<file path="config.mk">
export PLATFORM = sky130hd
export DESIGN_NAME = log_compress
export DESIGN_NICKNAME = d
export VERILOG_FILES = /design/src/rtl/log_compress.sv
export SDC_FILE = /design/constraint.sdc
export NUM_CORES = 1
export LEC_CHECK = 0
export ABC_AREA = 1
export CAP_MARGIN = 20
export CORE_UTILIZATION = 55
export DETAILED_ROUTE_END_ITERATION = 10
export PLACE_DENSITY = 0.95
export SLEW_MARGIN = 20
export SYNTH_ARGS = -nofsm -noshare
export SYNTH_HDL_FRONTEND = slang
export SYNTH_SLANG_ARGS = --single-unit
</file>
<file path="constraint.sdc">
create_clock -name clk -period 3.7 [get_ports clk]
set_input_delay 0.74 -clock clk [delete_from_list [all_inputs] [get_ports clk]]
set_output_delay 0.74 -clock clk [all_outputs]
set_load 0.01 [all_outputs]
</file>
<file path="src/rtl/log_compress.sv">
// Fixed-point log2 of an unsigned envelope magnitude, computed by iterative
// leading-one normalisation. The fraction bits are the mantissa bits below the leading one.
module log_compress #(
  parameter int unsigned ENV_WIDTH = 32,
  parameter int unsigned LOG_WIDTH = 16,
  parameter int unsigned FRAC_BITS = 11
) (
  input  logic                 clk,
  input  logic                 reset,
  input  logic                 in_valid,
  output logic                 in_ready,
  input  logic [ENV_WIDTH-1:0] env_in,
  output logic                 out_valid,
  input  logic                 out_ready,
  output logic [LOG_WIDTH-1:0] log_out
);

  localparam int unsigned CNT_W = $clog2(ENV_WIDTH);
  localparam int unsigned INT_W = LOG_WIDTH - FRAC_BITS;

  typedef enum logic [1:0] {IDLE, NORM, PACK, SEND} state_t;

  state_t               state_q, state_d;
  logic [ENV_WIDTH-1:0] mant_q, mant_d;
  logic [CNT_W-1:0]     cnt_q, cnt_d;
  logic [LOG_WIDTH-1:0] log_q, log_d;
  logic                 out_valid_q, out_valid_d;
  logic                 in_ready_q, in_ready_d;
  logic [INT_W-1:0]     int_part;

  // The integer part is the bit position of the leading one.
  assign int_part = INT_W'(ENV_WIDTH - 1) - INT_W'(cnt_q);

  always_comb begin
    state_d     = state_q;
    mant_d      = mant_q;
    cnt_d       = cnt_q;
    log_d       = log_q;
    out_valid_d = out_valid_q;
    in_ready_d  = in_ready_q;
    case (state_q)
      IDLE: begin
        if (in_valid && in_ready_q) begin
          mant_d     = env_in;
          cnt_d      = '0;
          in_ready_d = 1'b0;
          state_d    = (env_in == '0) ? PACK : NORM;
        end
      end
      NORM: begin
        if (mant_q[ENV_WIDTH-1]) begin
          state_d = PACK;
        end else begin
          mant_d = mant_q << 1;
          cnt_d  = cnt_q + CNT_W'(1);
        end
      end
      PACK: begin
        // A mantissa that is still zero here can only come from a zero input.
        if (mant_q[ENV_WIDTH-1]) begin
          log_d = LOG_WIDTH'({int_part, mant_q[ENV_WIDTH-2 -: FRAC_BITS]});
        end else begin
          log_d = '0;
        end
        out_valid_d = 1'b1;
        state_d     = SEND;
      end
      SEND: begin
        if (out_ready) begin
          out_valid_d = 1'b0;
          in_ready_d  = 1'b1;
          state_d     = IDLE;
        end
      end
      default: state_d = IDLE;
    endcase
  end

  always_ff @(posedge clk or negedge reset) begin
    if (!reset) begin
      state_q     <= IDLE;
      mant_q      <= '0;
      cnt_q       <= '0;
      log_q       <= '0;
      out_valid_q <= 1'b0;
      in_ready_q  <= 1'b1;
    end else begin
      state_q     <= state_d;
      mant_q      <= mant_d;
      cnt_q       <= cnt_d;
      log_q       <= log_d;
      out_valid_q <= out_valid_d;
      in_ready_q  <= in_ready_d;
    end
  end

  assign in_ready  = in_ready_q;
  assign out_valid = out_valid_q;
  assign log_out   = log_q;

endmodule

</file>
== After elaboration in Yosys (flattened, before gate mapping) ==
Index checks and enable logic that the tools add are counted.
Operators by class
  $add $sub $neg: 2
  equal/unequal tests: 7
  multiplexer cells: 17
  reduce and logical (&&, ||, !) cells: 11
Operator list (number)
  32-bit two-way mux: 2
  32-bit case mux with 2 select lines: 1
  32-bit logical NOT: 1
  16-bit two-way mux: 1
  5-bit two-way mux: 2
  5-bit case mux with 2 select lines: 1
  3-bit AND reduction: 3
  2-bit two-way mux: 4
  2-bit inequality test, second input constant: 4
  2-bit case mux with 4 select lines: 1
  2-bit nonzero test: 3
  5-bit by 1-bit adder with 5-bit output, second input constant: 1
  5-bit subtractor, first input constant: 1
  2-bit equality test, second input constant: 2
  1-bit case mux with 2 select lines: 2
  2-bit AND reduction: 2
  1-bit two-way mux: 3
  2-bit by 1-bit equality test with 1-bit output, second input constant: 1
  2-bit logical NOT: 1
  1-bit logical AND: 1
Storage, ports and cells
  register bits after elaboration: 57
  bits of input ports: 36
  output and inout port bits: 18
  logic and storage cells: 44

== Longest topological paths before layout ==
Gate-level depths: netlist of run 1.
  word-level depth: 4
  mapped depth: 9
  depth with buffers taken out: 8

== Worst setup path before layout of run 1 ==
No wires, ideal clock.
  path type: input to register
  start: input port in_valid
  end: register mant_q[2]
  setup time: 119 ps
  arrival time: 1419 ps
  required time: 3581 ps
  path slack: 2162 ps
  cell stages on the path: 7
  path buffers: 1
  path through: nand3_1 o21ai_2 nand2_2 inv_2 buf_6 nand3_1 o21a_1
Between the ends
  cells in the longest elaborated chain, start to end: 3
Ends and longest elaborated chain
  start: declaration: line 10  | input logic in_valid,
  1-bit logical AND: line 43  | if (in_valid && in_ready_q) begin
  2-bit inequality test (no source line)
  3-bit AND reduction (no source line)
  end signal: assignment: line 89  | mant_q <= mant_d;
  end: declaration: line 24  | logic [ENV_WIDTH-1:0] mant_q, mant_d;
Every way passes these cells.
A chain may end at the register's enable or synchronous reset.

== Worst setup path in the final report of run 1 ==
  start: register state_q[1]
  end: register mant_q[5]
Between the ends
  cells in the longest elaborated chain, start to end: 3
  elaborated cells between the ends (all ways): 7
  those cells by class: eq/ne: 3; mux: 1; reduce/logical: 3
Ends and longest elaborated chain
  start: declaration: line 23  | state_t state_q, state_d;
  start signal: assignment: line 88  | state_q <= state_d;
  2-bit by 1-bit equality test with 1-bit output or 2-bit logical NOT (tied branches): line 41  | case (state_q)
  2-bit inequality test (no source line) or 2-bit nonzero test (tied branches)
  3-bit AND reduction (no source line)
Several ways; a longest one is shown, not always the timed one.

==> results.yml, run 1 <==
routing:
  drtPass1Iterations: 4
  totalWireLength_um: 6010
  post-route-drc-count: 0
  via_count: 2439
  drt_iter0_drc: 139
  wl_per_cell_um: 13.0
  ant_nets: 0
  routed_via_density: 5.27
die:
  rows: 25
  dieArea_um2: 5310
  io_pins: 54
  die-width_um: 72.8
  die_h_um: 72.8
  start_util: 0.577
  core_um2: 4790
finish:
  fin_area_um2: 3470
  nets: 435
  final-seq-area_um2: 1430
  multi_input_area_um2: 1140
  num-fill-cells: 367
  stdcell_count: 463
  antenna_cells: 0
  area_growth_pct: 25.8
  drive_gt1_frac: 0.0556
cts:
  cts_resized: 0
  cts_setup_buffers: 0
  cts_tree: "built"
  cts.path.max_buffers: 2
  clk_pin_slew_worst_paths_ps: 60
  cts.hold.buffers_added: 0
  root_buffer: "clkbuf_8"
  cts_made_buffers: 9
  cts_max_level: 3
  clk_latency_ps: 340
  clkSinkCount: 57
power_and_ir_drop:
  swShare: 0.394
  p_seq_frac: 0.403
  p_leak_nw: 1.64
  p_switching_mw: 1.08
  max-vdd-ir-drop_uv: 403
  clkPwrFrac: 0.180
  p_per_area_nw_per_um2: 791
  intPower_mw: 1.67
  p_comb_frac: 0.416
place:
  gp_congestion: 0.819
  dp_cells: 449
  port_buffers: 53
  hpwl_um: 4290
  post_dp_cell_area_um2: 3310
logic_synthesis:
  synth_area_leaders: "dfrtp_1 (51%), nand2_1 (15%), nand3_1 (8.0%)"
  yosysWarnings: 0
  syn-num-nets: 383
  synth.cell_area_um2: 2760
  syn_area_per_cell_um2: 8.09
  synth.largest_area_cell: "dfrtp_1"
  syn_inst: 341
  synth_cell_types: 25
  seq_area_frac_synth: 0.517
  synth_seq_cells: 57
  synth_top_area_frac: 0.508
global_routing:
  track_usage: 0.264
  grt-ovfl-total: 0
  grt_start_max_net_pins: 40
  grt_pass1_vias: 2278
  grt_pass1_wl_um: 10400
  antenna_found_initial: 0
timing:
  max_freq_mhz: 393
  relSlewSlack: 0.419
  worst_pin_slew_ps: 872
  period_share: 0.687
  maxSlewViolCount: 0
  tns_ps: 0
  final-setup-viol-count: 0
  finalHoldViolCount: 0
  rsz0062_at_grt: "false"
  clock_skew_ps: 9.76
  fin_crit_ps: 2540
worst_setup_path:
  crit_type: "flip-flop to flip-flop"
  cp.required_ps: 3920
  cp-end-kind: "flip-flop"
  cp_slowest_cell: "inv_2"
  cp.arrival_ps: 2760
  cp_common_cell: "inv_2"
  cp_max_fo: 32
  max_stage_delay_ps: 480
  startpoint_type: "flip-flop"
  crit_chain: "inv_1 > ha_1 > buf_4 > inv_2 > o21ai_2 > nand2_2 > inv_2 > nand3_1 > o21a_1"
hold_path:
  min_path_type: "flip-flop to flip-flop"
status:
  status: "complete, no violations"
flow_run:
  cap_violations: 0
sequential cells by signal, summed over array words and instances, names as in the netlist:
name,cells
log_out,16
cnt_q,5
out_valid,1
mant_q,32
state_q,2
in_ready,1
logic make-up (layout without fill, tap and decap cells):
logic type	count (synthesis)	in the layout	synth area share
and+or+nand+nor	179	179	0.269
AOI/OAI and AO/OA	53	53	0.116
buffers and inverters	46	101	0.0707
adders and majority gates	6	6	0.0272
DFF	57	57	0.517
per-stage QoR:
step	worst slack (ps)	power [mW]	util	hold slack, ps
final	1160	2.75	0.725	477
after global routing	876	2.97	0.725	491
after CTS	1180	2.75	0.725	481
after detailed placement	1040	2.26	0.692	466
after global placement	1110	2.19	0.692	462
after floorplan	2160	1.87	-	444
power by group through the flow:
stage	registers, mW	logic, mW	clock network [mW]
5_1_grt	1.14	1.30	0.532
6_report	1.11	1.14	0.495
4_1_cts	1.11	1.15	0.501
3_5_place_dp	1.11	1.15	0
3_3_place_gp	1.10	1.09	0
2_1_floorplan	1.10	0.768	0
synth_stat cells:
cell,count
inv_2,2
o21ai_2,1
buf_2,6
buf_6,1
ha_1,6
nand2_2,1
clkbuf_1,5
a31o_2,1
o211ai_1,10
dfstp_2,1
nor2_1,17
a21oi_1,5
or2_2,2
nand3_1,44
dfrtp_1,56
nand2_1,112
inv_1,28
o21ai_1,1
a22o_1,1
nand4_1,3
o21ai_0,26
buf_4,2
o22ai_1,1
clkinv_1,2
o21a_1,7
cells in the final DEF, fill, tap and decap left out, types with 3 or more instances in the layout:
cell / synthesis / routed
dfrtp_1: 56 / 56
clkbuf_8: 0 / 11
o211ai_1: 10 / 10
nand4_1: 3 / 3
inv_1: 28 / 28
nand2_1: 112 / 112
clkdlybuf4s50_1: 0 / 52
o21ai_0: 26 / 26
o21a_1: 7 / 7
nand3_1: 44 / 44
clkbuf_1: 5 / 3
ha_1: 6 / 6
a21oi_1: 5 / 5
nor2_1: 17 / 17
critical path, delay by kind of cell, from the launching register on:
family,cells,cell delay [ps]
buffers and inverters,4,1080
DFF,1,400
and+or+nand+nor,2,450
AOI/OAI and AO/OA,2,340
adders and majority gates,1,160
layer usage:
metal,GRT usage,share of wire
met2,0.406,0.49
met5,0,0
met1,0.346,0.44
met4,0.137,0.022
met3,0.0691,0.052
worst paths after layout:
kind	start	to	slack, ps	depth (start not counted)
min in group asynchronous	reset	mant_q[28]	520	1
max	state_q[1]	mant_q[5]	1160	9
min reg2reg	log_out[3]	log_out[3]	480	2
max reg2reg	state_q[1]	mant_q[5]	1160	9
max in group asynchronous	reset	in_ready	2360	2
min	log_out[3]	log_out[3]	480	2
final cells by class:
| type | instances | share of cell area |
|---|---|---|
| Clock buffer | 14 | 0.0468 |
| Sequential cell | 57 | 0.411 |
| Timing Repair Buffer | 55 | 0.156 |
| Inverter | 32 | 0.0346 |
| Multi-Input combinational cell | 238 | 0.328 |
| Tap cell | 67 | 0.0241 |
(Power assumes the default switching activity.)
==> run 2: changes to the inputs <==
--- a/config.mk
+++ b/config.mk
@@ -7,9 +7,9 @@
 export LEC_CHECK = 0
 export ABC_AREA = 1
 export CAP_MARGIN = 20
-export CORE_UTILIZATION = 55
+export CORE_UTILIZATION = 51
 export DETAILED_ROUTE_END_ITERATION = 10
-export PLACE_DENSITY = 0.95
+export PLACE_DENSITY = 0.9
 export SLEW_MARGIN = 20
 export SYNTH_ARGS = -nofsm -noshare
 export SYNTH_HDL_FRONTEND = slang
==> constraint.sdc (replaced) <==
create_clock -name clk -period 2.4 [get_ports clk]
set_input_delay 0.48 -clock clk [delete_from_list [all_inputs] [get_ports clk]]
set_output_delay 0.48 -clock clk [all_outputs]
set_load 0.01 [all_outputs]
==> run 2 against run 1 <==
Register-to-register slack got worse by 650 ps. Wire length increased by 5.1%. Combinational power increased by 61%. First-iteration DRC count increased by 75%. Total power increased by 61%. Sequential power increased by 54%. Hold slack got worse by 200 ps. Clock skew decreased by 4.8 ps. Clock-buffer cell count decreased by 1. Clock power increased by 80%. Worst setup slack got worse by 670 ps. Non-clock buffer count increased by 4. Critical endpoint is now in_ready. Largest power group unchanged.
==> results.yml, run 2 (synthesis gave the netlist of run 1 again) <==
power_and_ir_drop:
  p_total_mw: 4.43
  p_comb_frac: 0.413
  max-vdd-ir-drop_uv: 683
  swShare: 0.386
  p_switching_mw: 1.71
  p_per_area_nw_per_um2: 1250
  p_seq_frac: 0.385
  clkPwrFrac: 0.202
  p_leak_nw: 1.68
  intPower_mw: 2.72
timing:
  maxSlewViolCount: 0
  relSlewSlack: 0.535
  period_share: 0.795
  hold_ws_ps: 275
  finalWorstSetupSlack_ps: 492
  fin_crit_ps: 1910
  finalHoldViolCount: 0
  clock_skew_ps: 4.91
  worst_pin_slew_ps: 698
  rsz0062_at_grt: "false"
  max_freq_mhz: 524
  tns_ps: 0
  final-setup-viol-count: 0
global_routing:
  grt-ovfl-total: 0
  track_usage: 0.255
  grt_pass1_wl_um: 10600
  grt_start_max_net_pins: 58
  grt_pass1_vias: 2308
  antenna_found_initial: 0
cts:
  clk_pin_slew_worst_paths_ps: 60
  clkSinkCount: 57
  cts_resized: 0
  cts.path.max_buffers: 2
  root_buffer: "clkbuf_8"
  cts_max_level: 3
  cts_made_buffers: 9
  cts_setup_buffers: 0
  cts.hold.buffers_added: 0
  cts_tree: "built"
  clk_latency_ps: 330
worst_setup_path:
  crit_type: "flip-flop to output port"
  critPathBufInv: 1
  cp.required_ps: 1920
  cp_max_fo: 4
  cp.arrival_ps: 1430
  cp-end-kind: "output port"
  cp_slowest_cell: "dfstp_2"
  crit_chain: "clkdlybuf4s50_1"
  path_delay_family: "flip-flops"
  max_stage_delay_ps: 560
  startpoint_type: "flip-flop"
status:
  status: "complete, no violations"
routing:
  via_count: 2495
  ant_nets: 0
  drt_iter0_drc: 243
  totalWireLength_um: 6310
  routed_via_density: 5.29
  post-route-drc-count: 0
  wl_per_cell_um: 13.4
  drtPass1Iterations: 5
place:
  dp_cells: 456
  hpwl_um: 4340
  port_buffers: 53
  gp_congestion: 0.859
  post_dp_cell_area_um2: 3340
  place_worst_setup_slack_ps: 319
flow_run:
  cap_violations: 0
finish:
  final-seq-area_um2: 1430
  num-fill-cells: 402
  multi_input_area_um2: 1140
  fin_area_um2: 3540
  nets: 439
  area_growth_pct: 28.3
  antenna_cells: 0
  stdcell_count: 472
  utilization: 0.685
  mostFrequentLayoutCell: "nand2_1"
  largest-register: "mant_q"
  largest_register_ffs: 32
  drive_gt1_frac: 0.0721
  mostFrequentLayoutCells: "nand2_1 (112), dfrtp_1 (56), clkdlybuf4s50_1 (52), nand3_1 (44), inv_1 (28)"
die:
  rows: 26
  die-width_um: 75.6
  core_um2: 5170
  io_pins: 54
  dieArea_um2: 5710
  die_h_um: 75.6
  start_util: 0.534
hold_path:
  min_path_type: "primary input to async pin"
run 2: changes by cell type in the layout (fill, tap and decap cells not counted):
cell	delta
bufinv_16	+1
clkinv_2	+2
buf_4	+4
clkbuf_1	-1
run 2: cell type report:
class,count,share of cell area
sequential,57,0.403
multi-input combinational,238,0.321
timing repair buffer,59,0.161
clock inverter,3,0.0113
clock buffer,13,0.0449
tap,70,0.0247
inverter,32,0.0339
run 2: worst paths after layout:
path	from	end	slack (ps)	cells after the start
max reg2reg	state_q[0]	mant_q[2]	510	8
min in group clk	mant_q[9]	mant_q[9]	480	2
min reg2reg	mant_q[9]	mant_q[9]	480	2
max	in_ready	in_ready	490	1
min	reset	log_out[10]	270	2
max in group asynchronous	reset	state_q[1]	1650	2
run 2: power by group through the flow:
stage | clock [mW] | sequential (mW) | combinational [mW]
after floorplan | 0 | 1.70 | 1.18
after global placement | 0 | 1.69 | 1.74
after detailed placement | 0 | 1.71 | 1.82
after CTS | 0.912 | 1.70 | 1.83
after global routing | 0.957 | 1.76 | 2.08
final | 0.893 | 1.71 | 1.83
run 2: layer usage:
metal  global-route usage  routed length (µm)
met5                    0                   0
met4               0.0905                 119
met3               0.0728                 422
met2                0.407                3000
met1                0.335                2770
==> run 3: changes to the inputs <==
==> constraint.sdc (replaced) <==
create_clock -name clk -period 1.8 [get_ports clk]
set_input_delay 0.36 -clock clk [delete_from_list [all_inputs] [get_ports clk]]
set_output_delay 0.36 -clock clk [all_outputs]
set_load 0.01 [all_outputs]
==> run 3 against run 2 <==
Clock-buffer cell count shrank 4. Non-clock buffer count grew 7. Sequential power grew 32%. Largest power group unchanged. Wire length shrank 3.2%. Hold slack gained 120 ps. First-iteration DRC count grew 3.7%. Critical path type is now flip-flop to flip-flop. Critical path depth grew 7. Core utilization grew 1.9 points. Via count grew 2.0%.
==> results.yml, run 3 (synthesis gave the netlist of run 1 again) <==
finish:
  antenna_cells: 0
  area_growth_pct: 31.9
  utilization: 0.704
  mostFrequentLayoutCells: "nand2_1 (112), dfrtp_1 (56), clkdlybuf4s50_1 (51), nand3_1 (43), inv_1 (28)"
  largest-register: "mant_q"
  num-fill-cells: 394
  stdcell_count: 479
  fin_area_um2: 3640
  nets: 446
  drive_gt1_frac: 0.0954
  largest_register_ffs: 32
  mostFrequentLayoutCell: "nand2_1"
global_routing:
  met3_usage: 0.0370
  track_usage: 0.243
  use_met2: 0.401
  antenna_found_initial: 0
  grt_pass1_wl_um: 10100
  grt_pass1_vias: 2298
  grt_start_max_net_pins: 29
  grt-ovfl-total: 0
  gr-max-usage-layer: "met2"
  met1_usage: 0.303
routing:
  via_count: 2545
  ant_nets: 0
  post-route-drc-count: 0
  routed_via_density: 5.31
  totalWireLength_um: 6110
  wl_per_cell_um: 12.8
  drt_iter0_drc: 252
  drtPass1Iterations: 6
cts:
  cts_made_buffers: 9
  clk_latency_ps: 340
  cts.path.max_buffers: 2
  cts_max_level: 3
  root_buffer: "clkbuf_8"
  clkSinkCount: 57
  cts_tree: "built"
  clk_pin_slew_worst_paths_ps: 70
  cts_setup_buffers: 0
die:
  rows: 26
  die_h_um: 75.6
  die-width_um: 75.6
  io_pins: 54
  core_um2: 5170
  dieArea_um2: 5710
  start_util: 0.534
timing:
  max_freq_mhz: 591
  rsz0062_at_grt: "true"
  final-setup-viol-count: 0
  maxSlewViolCount: 0
  hold_ws_ps: 399
  finalWorstSetupSlack_ps: 109
  finalHoldViolCount: 0
  period_share: 0.940
  tns_ps: 0
  relSlewSlack: 0.680
  worst_pin_slew_ps: 478
  clock_skew_ps: 7.12
  fin_crit_ps: 1690
place:
  gp_congestion: 0.859
  hpwl_um: 4510
  post_dp_cell_area_um2: 3400
  place_worst_setup_slack_ps: -8.76
  port_buffers: 53
  dp_cells: 462
worst_setup_path:
  startpoint_type: "flip-flop"
  crit_type: "flip-flop to flip-flop"
  cp_max_fo: 27
  reg2reg_slack_ps: 110
  cp-end-kind: "flip-flop"
  cp.required_ps: 2010
  cp.arrival_ps: 1900
power_and_ir_drop:
  p_leak_nw: 1.74
  max-vdd-ir-drop_uv: 766
  p_per_area_nw_per_um2: 1680
  p_total_mw: 6.10
status:
  status: "complete, no violations"
flow_run:
  cap_violations: 0
hold_path:
  min_path_type: "primary input to async pin"
==> run 3: changes by cell type in the layout (fill, tap and decap cells not counted), sizes merged <==
cell,delta
clkdlybuf4s50,-1
clkinv,+3
bufinv,+1
buf,+6
dlygate4sd3,+1
dlymetal6s2s,+1
clkbuf,-4
==> run 3: what timing repair did <==
action | 4_1_cts | 5_1_grt
gates resized for setup | 0 | 7
setup endpoints to repair | 0 | 29
hold endpoints to repair | 7 | 0
hold buffers | 1 | 0
==> run 3: where the power goes <==
| group | internal (mW) | leakage [nW] | switching (mW) | total (mW) |
|---|---|---|---|---|
| Clock | 0.766 | 0.113 | 0.500 | 1.27 |
| Combinational | 1.14 | 0.904 | 1.45 | 2.58 |
| Sequential | 1.88 | 0.720 | 0.371 | 2.25 |
==> run 3: final cells by class <==
class	instances	area [µm²]	area share
clock buffer	9	124	0.0340
clock inverter	7	85.1	0.0234
inverter	32	123	0.0337
multi-input combinational	238	1140	0.315
sequential	57	1430	0.392
tap	70	87.6	0.0241
timing repair buffer	66	648	0.178
==> run 3: per-layer routing <==
layer	part of all wire	routed length, µm
met1	0.43	2630
met2	0.49	2990
met3	0.055	338
met4	0.025	155
met5	0	0
==> run 3: worst max-delay path, stage by stage (launching register included) <==
cell and delay (ps):
dfrtp_1 400, inv_1 130, ha_2 270, inv_2 60, o21ai_2 160, nand2_2 110, buf_4 240, nand2_1 100
o211ai_1 100
==> run 3: path summary, 6_finish.rpt <==
kind,from,end,depth (start not counted)
max in group asynchronous,reset,mant_q[16],3
max reg2reg,state_q[1],mant_q[19],8
min in group clk,log_out[2],log_out[2],2
max,state_q[1],mant_q[19],8
min reg2reg,log_out[2],log_out[2],2
min,reset,log_out[14],2
